<file path="config.mk">
export PLATFORM = sky130hd
export DESIGN_NAME = pc_branch_unit
export DESIGN_NICKNAME = d
export VERILOG_FILES = /design/src/rtl/pc_branch_unit_pkg.sv /design/src/rtl/pc_branch_unit_call_stack.sv /design/src/rtl/pc_branch_unit.sv
export SDC_FILE = /design/constraint.sdc
export NUM_CORES = 1
export LEC_CHECK = 0
export ABC_AREA = 0
export BUFFER_PORTS_ARGS = -buffer_cell sky130_fd_sc_hd__buf_2
export CORE_AREA = 2 2 63 77
export DETAILED_ROUTE_END_ITERATION = 6
export DIE_AREA = 0 0 65 79
export HOLD_SLACK_MARGIN = 0.02
export PLACE_DENSITY = 0.78
export SETUP_SLACK_MARGIN = 0.02
export SLEW_MARGIN = 20
export SYNTH_ARGS = -nofsm -noshare
export SYNTH_HDL_FRONTEND = slang
export SYNTH_SLANG_ARGS = --single-unit
</file>
<file path="constraint.sdc">
create_clock -name clk -period 2.6 [get_ports clk]
set_input_delay 0.13 -clock clk [delete_from_list [all_inputs] [get_ports clk]]
set_output_delay 0.13 -clock clk [all_outputs]
set_load 0.05 [all_outputs]
</file>
<file path="src/rtl/pc_branch_unit_pkg.sv">
// Shared control-word definitions: branch condition codes and request decode
// used by the program-counter / branch unit.
package pc_branch_unit_pkg;

  localparam int unsigned COND_WIDTH = 3;

  typedef enum logic [COND_WIDTH-1:0] {
    COND_ALWAYS = 3'd0,
    COND_Z      = 3'd1,
    COND_NZ     = 3'd2,
    COND_C      = 3'd3,
    COND_NC     = 3'd4,
    COND_ODD    = 3'd5,
    COND_EVEN   = 3'd6,
    COND_NEVER  = 3'd7
  } cond_e;

  typedef enum logic [2:0] {
    REQ_NONE = 3'd0,
    REQ_INC  = 3'd1,
    REQ_JUMP = 3'd2,
    REQ_CALL = 3'd3,
    REQ_RET  = 3'd4
  } req_e;

  // Priority select among simultaneous requests: ret > call > jump > inc.
  function automatic req_e req_select(input logic ret, input logic call,
                                      input logic jump, input logic inc);
    req_e sel;
    sel = REQ_NONE;
    if (ret) begin
      sel = REQ_RET;
    end else if (call) begin
      sel = REQ_CALL;
    end else if (jump) begin
      sel = REQ_JUMP;
    end else if (inc) begin
      sel = REQ_INC;
    end
    return sel;
  endfunction

endpackage

</file>
<file path="src/rtl/pc_branch_unit_call_stack.sv">
// Return-address LIFO with registered occupancy flags. Entry storage is not
// reset; the read port returns zero while the stack is empty.
module call_stack #(
  parameter int unsigned WIDTH       = 8,
  parameter int unsigned STACK_DEPTH = 4
) (
  input  logic             clk,
  input  logic             rst,
  input  logic             push,
  input  logic             pop,
  input  logic [WIDTH-1:0] push_data,
  output logic [WIDTH-1:0] pop_data_c,
  output logic             full,
  output logic             empty
);

  localparam int unsigned PTR_W = $clog2(STACK_DEPTH);
  localparam int unsigned CNT_W = PTR_W + 1;

  logic [CNT_W-1:0] count_q, count_d;
  logic             full_q, full_d;
  logic             empty_q, empty_d;
  logic [WIDTH-1:0] mem_q [STACK_DEPTH];

  logic             do_push_c;
  logic             do_pop_c;
  logic [PTR_W-1:0] wr_addr_c;
  logic [PTR_W-1:0] rd_addr_c;

  // Overflowing pushes and underflowing pops are dropped here as a safety net.
  always_comb begin
    do_push_c = push & ~full_q & ~pop;
    do_pop_c  = pop & ~empty_q & ~push;
    wr_addr_c = count_q[PTR_W-1:0];
    rd_addr_c = PTR_W'(count_q - CNT_W'(1));
    count_d   = count_q;
    if (do_push_c) begin
      count_d = count_q + CNT_W'(1);
    end else if (do_pop_c) begin
      count_d = count_q - CNT_W'(1);
    end
    full_d  = (count_d == CNT_W'(STACK_DEPTH));
    empty_d = (count_d == CNT_W'(0));
  end

  always_ff @(posedge clk or posedge rst) begin
    if (rst) begin
      count_q <= '0;
      full_q  <= 1'b0;
      empty_q <= 1'b1;
    end else begin
      count_q <= count_d;
      full_q  <= full_d;
      empty_q <= empty_d;
    end
  end

  always_ff @(posedge clk) begin
    if (do_push_c) begin
      mem_q[wr_addr_c] <= push_data;
    end
  end

  always_comb begin
    pop_data_c = empty_q ? '0 : mem_q[rd_addr_c];
  end

  assign full  = full_q;
  assign empty = empty_q;

endmodule

</file>
<file path="src/rtl/pc_branch_unit.sv">
// Program counter with conditional jump/call/return and a return-address
// stack; one step per enabled clock, sticky fault on stack over/underflow.
module pc_branch_unit
  import pc_branch_unit_pkg::*;
#(
  parameter int unsigned WIDTH       = 8,
  parameter int unsigned STACK_DEPTH = 4
) (
  input  logic                  clk,
  input  logic                  rst,
  input  logic                  clk_en,
  input  logic                  i_inc,
  input  logic                  i_jump,
  input  logic                  i_call,
  input  logic                  i_ret,
  input  logic [COND_WIDTH-1:0] i_cond,
  input  logic [WIDTH-1:0]      i_target,
  input  logic                  i_zero,
  input  logic                  i_carry,
  input  logic                  i_odd,
  output logic [WIDTH-1:0]      o_pc,
  output logic                  o_taken,
  output logic                  o_stack_full,
  output logic                  o_stack_empty,
  output logic                  o_fault
);

  function automatic logic cond_met(input logic [COND_WIDTH-1:0] cond,
                                    input logic zero, input logic carry,
                                    input logic odd);
    logic met;
    met = 1'b0;
    case (cond_e'(cond))
      COND_ALWAYS: met = 1'b1;
      COND_Z:      met = zero;
      COND_NZ:     met = ~zero;
      COND_C:      met = carry;
      COND_NC:     met = ~carry;
      COND_ODD:    met = odd;
      COND_EVEN:   met = ~odd;
      COND_NEVER:  met = 1'b0;
      default:     met = 1'b0;
    endcase
    return met;
  endfunction

  logic [WIDTH-1:0] pc_q, pc_d;
  logic             taken_q, taken_d;
  logic             fault_q, fault_d;

  logic [WIDTH-1:0] pc_inc_c;
  logic             cond_ok_c;
  req_e             req_c;
  logic             push_c;
  logic             pop_c;
  logic [WIDTH-1:0] pop_data_c;
  logic             stk_full;
  logic             stk_empty;

  call_stack #(
    .WIDTH       (WIDTH),
    .STACK_DEPTH (STACK_DEPTH)
  ) u_call_stack (
    .clk        (clk),
    .rst        (rst),
    .push       (push_c),
    .pop        (pop_c),
    .push_data  (pc_inc_c),
    .pop_data_c (pop_data_c),
    .full       (stk_full),
    .empty      (stk_empty)
  );

  // Next-state: a disabled step leaves every register untouched.
  always_comb begin
    pc_d      = pc_q;
    taken_d   = taken_q;
    fault_d   = fault_q;
    push_c    = 1'b0;
    pop_c     = 1'b0;
    pc_inc_c  = pc_q + WIDTH'(1);
    cond_ok_c = cond_met(i_cond, i_zero, i_carry, i_odd);
    req_c     = req_select(i_ret, i_call, i_jump, i_inc);

    if (clk_en) begin
      taken_d = 1'b0;
      case (req_c)
        REQ_RET: begin
          if (cond_ok_c && !stk_empty) begin
            pc_d    = pop_data_c;
            pop_c   = 1'b1;
            taken_d = 1'b1;
          end else begin
            pc_d = pc_inc_c;
            if (cond_ok_c) begin
              fault_d = 1'b1;
            end
          end
        end
        REQ_CALL: begin
          if (cond_ok_c && !stk_full) begin
            pc_d    = i_target;
            push_c  = 1'b1;
            taken_d = 1'b1;
          end else begin
            pc_d = pc_inc_c;
            if (cond_ok_c) begin
              fault_d = 1'b1;
            end
          end
        end
        REQ_JUMP: begin
          if (cond_ok_c) begin
            pc_d    = i_target;
            taken_d = 1'b1;
          end else begin
            pc_d = pc_inc_c;
          end
        end
        REQ_INC:  pc_d = pc_inc_c;
        default:  pc_d = pc_q;
      endcase
    end
  end

  always_ff @(posedge clk or posedge rst) begin
    if (rst) begin
      pc_q    <= '0;
      taken_q <= 1'b0;
      fault_q <= 1'b0;
    end else begin
      pc_q    <= pc_d;
      taken_q <= taken_d;
      fault_q <= fault_d;
    end
  end

  assign o_pc          = pc_q;
  assign o_taken       = taken_q;
  assign o_fault       = fault_q;
  assign o_stack_full  = stk_full;
  assign o_stack_empty = stk_empty;

endmodule
</file>
==> results.py, run 1 <==
metrics = {
    "detailed_routing": {
        "wl_met1_mm": 2.32,
        "num_vias": 1759,
        "drc": 0,
        "antenna_left": 0,
        "detail_route.first_pass.iterations": 4,
        "drt_wl_total_mm": 5.35,
        "first_iter_violations": 133,
        "top_layer": "met4",
        "viasPerCell": 6.04,
        "wl_met2_mm": 2.66,
        "avgRoutedWirePerCell_um": 18.4,
        "routed-wl-met3_um": 270,
    },
    "final_layout": {
        "nets": 259,
        "fillers": 336,
        "diodes": 0,
        "drive_above_1_share_pct": 26.6,
        "syn2layout_area_growth_pct": 13.1,
    },
    "timing": {
        "relSlewSlack_pct": 58.3,
        "setup_ws_ps": 465,
        "fmax_ghz": 0.468,
        "min_period_ps": 2130,
        "skew_ps": 14.4,
        "finalSetupTns_ps": 0,
        "hold_viol": 0,
        "worst_pin_slew_ps": 626,
        "rsz0062_at_grt": "false",
        "setup_viol": 0,
        "maxSlewViolCount": 0,
        "fin_crit_sh_pct": 82.1,
    },
    "critical_path": {
        "critPathArrivalTime_ps": 2340,
        "crit_path_top_delay_cell": "ha_1",
        "r2r_cells": 6,
        "critPathKind": "flip-flop to flip-flop",
        "reg2reg_to": "o_pc[6]$_DFFE_PP0P_",
        "crit_buf_inv": 1,
        "cp_cell_sequence": "inv_1, ha_1, mux4_2, a22oi_1, o21ai_0, a31o_2",
        "reg2reg_from": "u_call_stack.count_q[1]$_DFF_PP0_",
        "path_max_fanout": 13,
        "required_ps": 2800,
        "start_kind": "flip-flop",
        "max_stage_delay_ps": 590,
        "path_delay_family": "adder cells",
        "cp-end-kind": "flip-flop",
        "r2r_slack_ps": 470,
    },
    "clock_network": {
        "cts-htree-levels": 2,
        "clk_latency_ps": 310,
        "clock_sinks": 47,
        "cts_tree": "done",
        "cts-buffers-inserted": 5,
        "cts_buffer_depth": 2,
        "ctsHoldBuffers": 1,
        "cts_resized": 0,
        "root_buffer": "clkbuf_8",
        "post_cts_buffers": 0,
        "clk_pin_slew_ps": 90,
    },
    "synthesis": {
        "synth_area_mm2": 0.00245,
        "synth_nets": 220,
        "yosysSeqAreaShare_pct": 54.5,
        "avgSynthCellArea_um2": 12.7,
        "yosysWarnings": 0,
        "synthFlopType": "edfxtp_1",
        "ys_seq_elements": 47,
        "postSynthCellCount": 193,
        "yosysUniqueCellTypes": 55,
        "synth_edf_count": 32,
        "async_reset_ff_share_pct": 31.9,
    },
    "power_and_ir_drop": {
        "ir_worst_vdd_mv": 0.477,
        "p_leak_uw": 0.00110,
        "p_per_area_mw_per_mm2": 1040,
    },
    "placement": {
        "hpwlAfterDp_mm": 3.94,
        "port_buffers": 32,
        "pre_cts_slack_ps": 458,
        "gp_congestion": 0.849,
    },
    "floorplan": {
        "die-width_um": 65,
        "rows": 27,
        "die_area_mm2": 0.00514,
        "initial_utilization_pct": 55.4,
        "core_area_mm2": 0.00443,
        "die_y_um": 79,
        "io-pin-count": 33,
    },
    "run_status": {
        "status": "completed",
    },
    "hold_path": {
        "hold_path_startpoint": "i_target[7]",
        "hold_path_class": "input port to flip-flop",
        "min_path_cells": 3,
        "hold-path-endpoint": "o_pc[7]$_DFFE_PP0P_",
    },
    "grt": {
        "grt_usage_pct": 22.5,
        "grt_max_degree": 16,
        "overflow": 0,
        "antenna_found_initial": 0,
        "grt_pass1_wl_mm": 8.60,
        "grt_pass1_vias": 1706,
    },
    "job": {
        "cap_violations": 0,
    },
}
[power breakdown]
part	switching (uW)	internal [uW]	total, uW
Clock	254	188	442
Sequential	129	1020	1140
Combinational	813	487	1300
Total	1200	1690	2890
[registers in the layout (all words and copies together) (netlist names)]
signal / flops
o_pc: 8
u_call_stack.mem_q: 32
u_call_stack.full: 1
u_call_stack.count_q: 3
u_call_stack.empty: 1
o_taken: 1
o_fault: 1
[worst reg2reg max path, cell delays in order, from the launching register on]
cell and delay (ps):
dfrtp_1 450, inv_1 110, ha_1 590, mux4_2 390, a22oi_1 150, o21ai_0 110
a31o_2 220
[cell usage in the layout, fill, tap and decap left out, drive strengths merged, types with 3 or more instances in the layout]
| master | synthesis | layout |
|---|---|---|
| edfxtp | 32 | 32 |
| o21ai | 12 | 12 |
| dfrtp | 14 | 14 |
| and3 | 6 | 6 |
| a22oi | 3 | 3 |
| xnor2 | 4 | 4 |
| a31o | 3 | 3 |
| mux2i | 4 | 4 |
| clkbuf | 3 | 5 |
| and2 | 3 | 3 |
| mux4 | 8 | 8 |
| ha | 6 | 6 |
| nand4 | 5 | 5 |
| nor2b | 3 | 3 |
| nor3 | 4 | 4 |
| buf | 2 | 36 |
| nor2 | 7 | 7 |
| xor2 | 3 | 3 |
| nand3 | 7 | 7 |
| inv | 9 | 9 |
| a21oi | 5 | 5 |
| nand2 | 15 | 15 |
[metrics by stage]
step	power, uW	area, um^2	cells	util [%]	hold WS [ps]
after detailed placement	2460	2680	282	60.4	239
after CTS	2900	2770	291	62.7	96.6
final	2890	2770	291	62.7	102
after global routing	3040	2770	291	62.7	136
after floorplan	2130	2450	193	-	30.8
after global placement	2420	2680	282	60.4	229
[area by class of cell]
type	count	area (um^2)	area share, %
multi-input combinational	132	1040	37.5
tap	58	72.6	2.62
sequential	47	1340	48.2
timing repair buffer	37	200	7.22
clock buffer	5	68.8	2.48
clock inverter	3	20.0	0.722
inverter	9	33.8	1.22
[worst max-delay path by stage]
stage | startpoint | end | depth (start not counted)
final | u_call_stack.count_q[1]$_DFF_PP0_ | o_pc[6]$_DFFE_PP0P_ | 6
after CTS | u_call_stack.count_q[1]$_DFF_PP0_ | o_pc[6]$_DFFE_PP0P_ | 6
after global placement | u_call_stack.count_q[1]$_DFF_PP0_ | o_pc[6]$_DFFE_PP0P_ | 6
after detailed placement | u_call_stack.count_q[1]$_DFF_PP0_ | o_pc[6]$_DFFE_PP0P_ | 6
after floorplan | u_call_stack.count_q[0]$_DFF_PP0_ | o_pc[3]$_DFFE_PP0P_ | 8
after global routing | u_call_stack.count_q[1]$_DFF_PP0_ | o_pc[4]$_DFFE_PP0P_ | 6
[synth_stat cells (2+ instances only)]
library cell | n | area share (%)
nand2_1 | 15 | 2.3
nand3_1 | 7 | 1.4
xnor2_1 | 4 | 1.4
nor2b_1 | 3 | 0.76
or3_1 | 2 | 0.51
nand4_1 | 5 | 1.3
a31o_2 | 3 | 1.1
nand2b_1 | 2 | 0.51
dfrtp_1 | 14 | 14
o21a_1 | 2 | 0.61
mux2i_1 | 4 | 1.6
mux4_2 | 7 | 6.4
ha_1 | 6 | 3.1
nor4_1 | 2 | 0.51
a32oi_1 | 2 | 0.71
xor2_1 | 3 | 1.1
a22oi_1 | 3 | 0.92
inv_1 | 9 | 1.4
edfxtp_1 | 32 | 39
nor3_1 | 4 | 0.82
a21oi_1 | 5 | 1.0
nor2_1 | 7 | 1.1
nor4bb_1 | 2 | 0.82
o2111ai_1 | 2 | 0.71
and3_1 | 6 | 1.5
and2_1 | 3 | 0.76
o21ai_0 | 10 | 2.0
o211ai_1 | 2 | 0.61
[kinds of logic after synthesis]
logic type / synth area share, %
AOI/OAI and AO/OA: 12.2
and+or+nand+nor: 14.5
DFF: 54.5
xor gates and xnor gates: 2.50
muxes: 10.2
buffers and inverters: 3.06
adders and majority gates: 3.06
[routing by layer]
metal | global-route usage, % | vias to the layer above
met5 | 0 | -
met4 | 10.4 | 0
met3 | 4.25 | 11
met2 | 36.0 | 58
met1 | 29.6 | 858
li1 | - | 832
(Power assumes the default switching activity.)
==> run 2, diff against run 1 <==
--- a/config.mk
+++ b/config.mk
@@ -7,11 +7,11 @@
 export LEC_CHECK = 0
 export ABC_AREA = 0
 export BUFFER_PORTS_ARGS = -buffer_cell sky130_fd_sc_hd__buf_2
-export CORE_AREA = 2 2 63 77
+export CORE_AREA = 2 2 67 81
 export DETAILED_ROUTE_END_ITERATION = 6
-export DIE_AREA = 0 0 65 79
+export DIE_AREA = 0 0 69 83
 export HOLD_SLACK_MARGIN = 0.02
-export PLACE_DENSITY = 0.78
+export PLACE_DENSITY = 0.73
 export SETUP_SLACK_MARGIN = 0.02
 export SLEW_MARGIN = 20
 export SYNTH_ARGS = -nofsm -noshare
==> constraint.sdc (replaced) <==
create_clock -name clk -period 1.7 [get_ports clk]
set_input_delay 0.085 -clock clk [delete_from_list [all_inputs] [get_ports clk]]
set_output_delay 0.085 -clock clk [all_outputs]
set_load 0.05 [all_outputs]
==> run 2 against run 1 <==
  * Core utilization rose by 0.13 points
  * Non-clock buffer count up 22
  * Register-to-register slack lost 420 ps
  * First-iteration DRC count rose by 0.75%
  * Wire length up 7.9%
==> results.py, run 2 (synthesis results as in run 1) <==
metrics = {
    "clock_network": {
        "clock_sinks": 47,
        "clk_latency_ps": 310,
        "cts-htree-levels": 2,
        "cts_tree": "done",
        "root_buffer": "clkbuf_8",
        "cts_buffer_depth": 2,
        "cts-buffers-inserted": 5,
        "clk_pin_slew_ps": 100,
    },
    "final_layout": {
        "layout_common_cells": "buf_2 (32), edfxtp_1 (32), buf_4 (20)",
        "nets": 281,
        "syn2layout_area_growth_pct": 25.5,
        "final_cell_area_mm2": 0.00308,
        "largest_register_ffs": 32,
        "drive_above_1_share_pct": 38.8,
        "regMostFlops": "u_call_stack.mem_q",
        "diodes": 0,
    },
    "timing": {
        "min_period_ps": 1660,
        "setup_ws_ps": 43.6,
        "relSlewSlack_pct": 57.7,
        "fin_crit_sh_pct": 97.4,
        "rsz0062_at_grt": "true",
        "hold_viol": 0,
        "fmax_ghz": 0.604,
        "skew_ps": 16.6,
        "setup_viol": 0,
        "worst_pin_slew_ps": 635,
        "maxSlewViolCount": 0,
    },
    "power_and_ir_drop": {
        "seqPwrFrac_pct": 36.6,
        "p_per_area_mw_per_mm2": 1570,
        "swShare_pct": 40.0,
        "power_frac_comb_pct": 48.5,
        "power_uw": 4850,
        "p_int_uw": 2910,
        "p_clk_share_pct": 14.9,
        "p_leak_uw": 0.00123,
        "ir_worst_vdd_mv": 0.728,
        "p_sw_uw": 1940,
    },
    "placement": {
        "pre_cts_slack_ps": -47.1,
        "hpwlAfterDp_mm": 4.21,
        "port_buffers": 32,
        "gp_congestion": 0.825,
        "place_area_mm2": 0.00292,
    },
    "critical_path": {
        "cp-end-kind": "flip-flop",
        "required_ps": 1900,
        "reg2reg_to": "o_pc[3]$_DFFE_PP0P_",
        "path_max_fanout": 11,
        "reg2reg_from": "u_call_stack.count_q[0]$_DFF_PP0_",
        "start_kind": "flip-flop",
        "critPathArrivalTime_ps": 1860,
        "max_stage_delay_ps": 510,
        "crit_buf_inv": 1,
        "crit_path_top_delay_cell": "mux4_2",
        "r2r_cells": 5,
        "critPathKind": "flip-flop to flip-flop",
        "r2r_slack_ps": 40,
        "cp_cell_sequence": "buf_12, mux4_2, a22oi_2, o21ai_1, a31o_2",
        "path_delay_family": "multiplexers",
    },
    "detailed_routing": {
        "drt_wl_total_mm": 5.78,
        "viasPerCell": 5.84,
        "detail_route.first_pass.iterations": 4,
        "avgRoutedWirePerCell_um": 18.3,
        "drc": 0,
        "num_vias": 1841,
        "first_iter_violations": 134,
        "antenna_left": 0,
    },
    "floorplan": {
        "io-pin-count": 33,
        "initial_utilization_pct": 50.0,
        "die-width_um": 69,
        "die_area_mm2": 0.00573,
        "core_area_mm2": 0.00490,
        "die_y_um": 83,
        "rows": 28,
    },
    "grt": {
        "grt_usage_pct": 20.6,
        "grt_max_degree": 16,
        "overflow": 0,
        "grt_pass1_vias": 1830,
        "antenna_found_initial": 0,
        "grt_pass1_wl_mm": 9.26,
    },
    "job": {
        "cap_violations": 0,
    },
    "hold_path": {
        "hold_path_class": "input port to flip-flop",
        "hold_path_startpoint": "i_target[5]",
        "min_path_cells": 3,
        "hold-path-endpoint": "o_pc[5]$_DFFE_PP0P_",
    },
    "run_status": {
        "status": "completed",
    },
}
run 2: stage by stage:
step	hold slack [ps]	utilization, %	instances	setup TNS, ps
6_report	43.5	62.8	315	0
3_3_place_gp	191	59.5	304	-56.8
5_1_grt	42.7	62.8	315	-132
3_5_place_dp	196	59.5	304	-97.4
4_1_cts	40.6	62.0	313	0
2_1_floorplan	-14.4	-	193	-529
run 2: per-layer routing:
layer / GRT usage (%) / wire length [um]
met1: 27.1 / 2470
met2: 33.9 / 2910
met3: 3.64 / 245
met4: 7.84 / 146
met5: 0 / 0
run 2: power groups by stage:
stage	logic [uW]	clock network, uW	registers, uW
final	2350	723	1770
after global routing	2520	790	1800
after floorplan	1220	0	2160
after global placement	2210	0	1780
after detailed placement	2260	0	1780
after CTS	2290	740	1770
run 2: worst max path at each step:
stage	startpoint	end	slack (ps)	depth (start not counted)
final	u_call_stack.count_q[0]$_DFF_PP0_	o_pc[3]$_DFFE_PP0P_	40	5
after floorplan	u_call_stack.count_q[0]$_DFF_PP0_	o_pc[3]$_DFFE_PP0P_	-160	8
after detailed placement	u_call_stack.count_q[0]$_DFF_PP0_	o_pc[6]$_DFFE_PP0P_	-50	5
after global placement	u_call_stack.count_q[0]$_DFF_PP0_	o_pc[6]$_DFFE_PP0P_	-30	5
after global routing	u_call_stack.count_q[0]$_DFF_PP0_	o_pc[1]$_DFFE_PP0P_	-30	6
after CTS	u_call_stack.count_q[0]$_DFF_PP0_	o_pc[4]$_DFFE_PP0P_	20	6
run 2: layout make-up:
class / count / area (um^2)
Clock buffer: 6 / 82.6
Clock inverter: 2 / 16.3
Fill cell: 387 / 1820
Inverter: 9 / 38.8
Multi-Input combinational cell: 132 / 1090
Sequential cell: 47 / 1340
Tap cell: 60 / 75.1
Timing Repair Buffer: 59 / 432
run 2: tightest hold or removal path, stage by stage:
cell	delay (ps)
buf_2	80
nand4_1	60
o2111ai_1	90
run 2: timing repair:
action,in CTS,in global routing
buffers inserted,0,2
hold buffers,1,0
pin swaps,5,3
resized for setup,7,4
endpoints found under the hold margin,14,0
endpoints found under the setup margin,10,14
